`src/rtl/branch_resolver.sv`:
```
// In-order branch resolution queue: matches EX outcomes against IF predictions.
// Optional BR_RESOLVER_STATS_EN adds saturating branch/mispredict counters.
module branch_resolver #(
  parameter int DEPTH      = 4,
  parameter int INDEX_BITS = 6
) (
  input  logic                     clk,
  input  logic                     rst,
  input  logic                     pred_valid,
  input  logic [31:0]              pred_pc,
  input  logic                     pred_taken,
  input  logic [31:0]              pred_target,
  output logic                     pred_ready,
  input  logic                     res_valid,
  input  logic                     res_taken,
  input  logic [31:0]              res_target,
  input  logic                     flush,
  output logic                     update_en,
  output logic [31:0]              update_pc,
  output logic                     actual_taken,
  output logic                     mispredict,
  output logic [31:0]              redirect_pc,
  output logic [$clog2(DEPTH):0]   count
`ifdef BR_RESOLVER_STATS_EN
  ,
  output logic [31:0]              stat_branches,
  output logic [31:0]              stat_mispredicts
`endif
);

  localparam int AW = $clog2(DEPTH);
  localparam int CW = AW + 1;

  if (DEPTH < 2 || (DEPTH & (DEPTH - 1)) != 0) begin : g_bad_depth
    $error("branch_resolver: DEPTH must be a power of 2, >= 2");
  end
  if (INDEX_BITS < 1 || INDEX_BITS > 30) begin : g_bad_index
    $error("branch_resolver: INDEX_BITS out of range");
  end

  logic [31:0]   pc_q  [DEPTH];
  logic          tk_q  [DEPTH];
  logic [31:0]   tg_q  [DEPTH];

  logic [AW-1:0] head;
  logic [AW-1:0] tail;

  logic          push;
  logic          pop;
  logic          miss;
  logic [31:0]   h_pc;
  logic          h_taken;
  logic [31:0]   h_target;
  logic [31:0]   fix_pc;

  assign pred_ready = (count != CW'(DEPTH));
  assign push       = pred_valid && pred_ready;
  assign pop        = res_valid && (count != '0);

  assign h_pc     = pc_q[head];
  assign h_taken  = tk_q[head];
  assign h_target = tg_q[head];

  // A taken branch to the wrong target is as wrong as a wrong direction.
  assign miss = pop && ((res_taken != h_taken) ||
                        (res_taken && (res_target != h_target)));

  assign fix_pc = res_taken ? res_target : h_pc + 32'd4;

  // Storage carries no reset; occupancy alone defines which slots are live.
  always_ff @(posedge clk) begin
    if (push && !flush && !miss) begin
      pc_q[tail] <= pred_pc;
      tk_q[tail] <= pred_taken;
      tg_q[tail] <= pred_target;
    end
  end

  always_ff @(posedge clk or posedge rst) begin
    if (rst) begin
      head  <= '0;
      tail  <= '0;
      count <= '0;
    end else if (flush || miss) begin
      head  <= '0;
      tail  <= '0;
      count <= '0;
    end else begin
      if (push) tail <= tail + AW'(1);
      if (pop)  head <= head + AW'(1);
      count <= count + CW'(push) - CW'(pop);
    end
  end

  always_ff @(posedge clk or posedge rst) begin
    if (rst) begin
      update_en    <= 1'b0;
      mispredict   <= 1'b0;
      update_pc    <= '0;
      actual_taken <= 1'b0;
      redirect_pc  <= '0;
    end else begin
      update_en  <= pop && !flush;
      mispredict <= miss && !flush;
      if (pop && !flush) begin
        update_pc    <= h_pc;
        actual_taken <= res_taken;
        redirect_pc  <= fix_pc;
      end
    end
  end

`ifdef BR_RESOLVER_STATS_EN
  always_ff @(posedge clk or posedge rst) begin
    if (rst) begin
      stat_branches    <= '0;
      stat_mispredicts <= '0;
    end else if (!flush) begin
      if (pop && stat_branches != '1)
        stat_branches <= stat_branches + 32'd1;
      if (miss && stat_mispredicts != '1)
        stat_mispredicts <= stat_mispredicts + 32'd1;
    end
  end
`endif

endmodule
```
`config.mk`:
```
export PLATFORM = sky130hd
export DESIGN_NAME = branch_resolver
export DESIGN_NICKNAME = d
export VERILOG_FILES = /design/src/rtl/branch_resolver.sv
export SDC_FILE = /design/constraint.sdc
export NUM_CORES = 1
export LEC_CHECK = 0
export ABC_CLOCK_PERIOD_IN_PS = 6100
export BUFFER_PORTS_ARGS = -buffer_cell sky130_fd_sc_hd__buf_4
export CAP_MARGIN = 40
export CORE_MARGIN = 1
export CORE_UTILIZATION = 50
export DETAILED_ROUTE_END_ITERATION = 7
export MAX_ROUTING_LAYER = met4
export PLACE_DENSITY = 0.7
export SETUP_SLACK_MARGIN = 0.05
export SLEW_MARGIN = 20
export SYNTH_ARGS = -nofsm -noshare
export SYNTH_HDL_FRONTEND = slang
export SYNTH_SLANG_ARGS = --single-unit
```
`constraint.sdc`:
```
create_clock -name clk -period 6.1 [get_ports clk]
set_clock_uncertainty 0.15 [all_clocks]
set_input_delay 1.525 -clock clk [delete_from_list [all_inputs] [get_ports clk]]
set_output_delay 1.525 -clock clk [all_outputs]
set_load 0.005 [all_outputs]
```
==> metrics.md <==
| Metric | Value |
|---|---|
| Largest net degree at the start of global routing | 59 |
| VDD IR max | 0.247 mV |
| Full die area | 28400 um2 |
| Clock sink count | 334 |
| Pwr per Cell Area | 403 nW/um2 |
| Netlist cell types | 56 |
| Critical path class | register to register |
| CP endpoint kind | register |
| First-pass GRT wire length | 49.0 mm |
| Pleak | 0.00627 uW |
| Final Cycle Share | 74.1% |
| Gpl congestion | 0.855 |
| Final antenna-violating net count | 0 |
| Final instance area | 16800 um2 |
| Critical path arrival | 4560 ps |
| Initial antenna violation count | 0 |
| CTS tree | done |
| Synthesis-to-layout area growth | 20.9% |
| DRC viols | 0 |
| N_diodes | 0 |
| Clk Latency, worst-skew pair | 500 ps |
| Slew Limit Fails | 0 |
| YS warnings | 0 |
| Max_slew headroom | 46.4% |
| Met2 Wirelength | 15.8 mm |
| # setup viols final | 0 |
| Max cap viols | 0 |
| Final hold vios | 0 |
| Post-synthesis sequential area ratio | 69.7% |
| HPWL after DPL | 21.9 mm |
| Clock root buffer | clkbuf_16 |
| Number of synthesized register bits | 334 |
| DP Area | 15600 um2 |
| Post-synth ARST share | 22.2% |
| FILL cells | 1999 |
| Post-Synthesis Cells | 875 |
| RSZ-0062 raised after global routing | no |
| Synthesized area per cell | 15.8 um2 |
| Setup Buffers After CTS | 0 |
| Top Layer Used | met4 |
| # port buffers | 173 |
| H-Tree Depth | 2 |
| Crit path required time | 6130 ps |
| Reg2Reg Setup Slack | 1580 ps |
| Hold buffers post-CTS | 0 |
| Detailed Routing Iterations Pass 1 | 6 |
| Length of routed wiring on met1 | 13.8 mm |
| CTS max path bufs | 3 |
| Worst Max-Slew Pin Slew | 804 ps |
| Total GRT Usage | 24.2% |
| HP Class | register to register |
| Top FF cell, synth | edfxtp_1 |
| Type of element launching the critical path | register |
| Status | complete, no violations |
| Hold WS | 324 ps |
| Syn_nets | 986 |
| Clk slew on worst S/H paths | 60 ps |
| WL final | 32.6 mm |
| Post-synth EDFFs | 260 |
| DR vias/cell | 5.54 |
| Vias in the first global route | 8170 |
| Cts repair resizes | 0 |
| # nets final | 1172 |
| Core Region | 27100 um2 |
| IO Pins | 174 |
| DR WL/cell | 22.4 um |
| Initial Util | 51.2% |
| Total CTS buffers | 35 |
| Total number of vias | 8083 |
| # rows | 60 |
| Die width | 169 um |
| Proportion of layout cells with a drive suffix above 1 | 26.6% |
| Crit path max fanout | 50 |
| Chip height | 169 um |
| Min Clock Period, post-route | 4520 ps |
| Fmax | 0.221 GHz |
| DR WL met3 | 2.19 mm |
| Netlist Area Pre-Place | 13900 um2 |
| Gr ovfl total | 0 |
| Initial DRC Count | 735 |
## cells in the mapped netlist, types with 5 or more instances
library cell | number | area [um2]
o21ai_0 | 35 | 175
xor2_1 | 17 | 149
buf_4 | 7 | 52.6
mux4_2 | 29 | 653
nand4_1 | 15 | 93.8
inv_1 | 16 | 60.1
mux4_1 | 23 | 604
ha_1 | 7 | 87.6
clkbuf_1 | 15 | 56.3
buf_6 | 5 | 56.3
edfxtp_1 | 260 | 7810
nor3_1 | 10 | 50.1
mux2i_1 | 41 | 410
nor2_1 | 25 | 93.8
buf_1 | 6 | 22.5
a21oi_1 | 19 | 95.1
dfrtp_1 | 74 | 1850
nand3_1 | 15 | 75.1
xnor2_1 | 36 | 315
nand2_1 | 153 | 574
and3_1 | 7 | 43.8
## worst max-delay path, stage by stage, from the launching register on
cell,delay (ps)
dfrtp_4,940
mux2i_1,370
o22ai_1,120
or4b_1,520
a222oi_1,400
and4_2,340
a32oi_4,250
nor2_4,680
buf_4,390
## worst paths after layout
check,depth (start not counted),endpoint,startpoint
max in group asynchronous,3,update_pc[4]$_DFFE_PP0P_,rst
worst min-delay path,2,redirect_pc[2]$_DFFE_PP0P_,redirect_pc[2]$_DFFE_PP0P_
min in group asynchronous,2,update_pc[30]$_DFFE_PP0P_,rst
worst min register to register,2,redirect_pc[2]$_DFFE_PP0P_,redirect_pc[2]$_DFFE_PP0P_
worst max-delay path,8,pc_q[3][3]$_DFFE_PP_,head[1]$_DFFE_PP0P_
worst max register to register,8,pc_q[3][3]$_DFFE_PP_,head[1]$_DFFE_PP0P_
## cell families after synthesis
kind of cell,count (synthesis),share of synthesized area [%]
AOI/OAI and AO/OA,80,3.54
and+or+nand+nor,247,8.13
buffers and inverters,56,2.18
xor gates and xnor gates,53,3.35
muxes,97,12.4
DFF,334,69.7
adders and majority gates,8,0.776
## routing by layer
| layer | vias up | global-route usage (%) |
|---|---|---|
| li1 | 3679 | - |
| met1 | 4024 | 32.5 |
| met2 | 324 | 38.5 |
| met3 | 56 | 4.02 |
| met4 | 0 | 7.08 |
| met5 | - | - |
## cells in the final DEF, fill, tap and decap left out, drive strengths merged, types with 3 or more instances in the layout
cell type  count
edfxtp       260
buf          188
nand2        153
dfrtp         74
mux4          52
clkbuf        42
mux2i         41
o21ai         39
xnor2         36
nor2          25
a21oi         19
xor2          17
inv           16
nand4         16
nand3         15
nor3          13
clkinv        13
and3           7
ha             7
bufinv         6
mux2           4
o211ai         3
and2           3
or3            3
and4           3
## power by group
part           internal, uW  leakage, uW  switching (uW)
combinational           751      0.00242             810
sequential             2800      0.00329             228
clock                  1320     0.000569             848
total                  4870      0.00627            1890
## through the flow
stage / std cells / util [%] / total power, uW / setup WS, ps / TNS [ps]
floorplan: 875 / - / 3930 / -219 / -56980
global placement: 1394 / 57.5 / 4610 / 1230 / 0
detailed placement: 1396 / 57.5 / 4650 / 1170 / 0
CTS: 1458 / 61.9 / 6810 / 1540 / 0
global route: 1458 / 61.9 / 7060 / 1340 / 0
finish: 1458 / 61.9 / 6760 / 1580 / 0
## area by class of cell
class / instances / area, um2 / area share [%]
clock buffers: 42 / 912 / 5.44
inverters: 17 / 65.1 / 0.388
flip-flops and latches: 334 / 9670 / 57.7
multi-input cells: 485 / 3940 / 23.5
clock inverters: 20 / 254 / 1.52
repair buffers: 188 / 1460 / 8.70
well taps: 372 / 465 / 2.78
## sequential cells by signal, indices dropped and copies added (netlist names)
name / flops
pc_q: 128
tg_q: 128
redirect_pc: 32
update_pc: 32
tk_q: 4
count: 3
head: 2
tail: 2
actual_taken: 1
mispredict: 1
update_en: 1
Power figures use the tool's default switching activity.
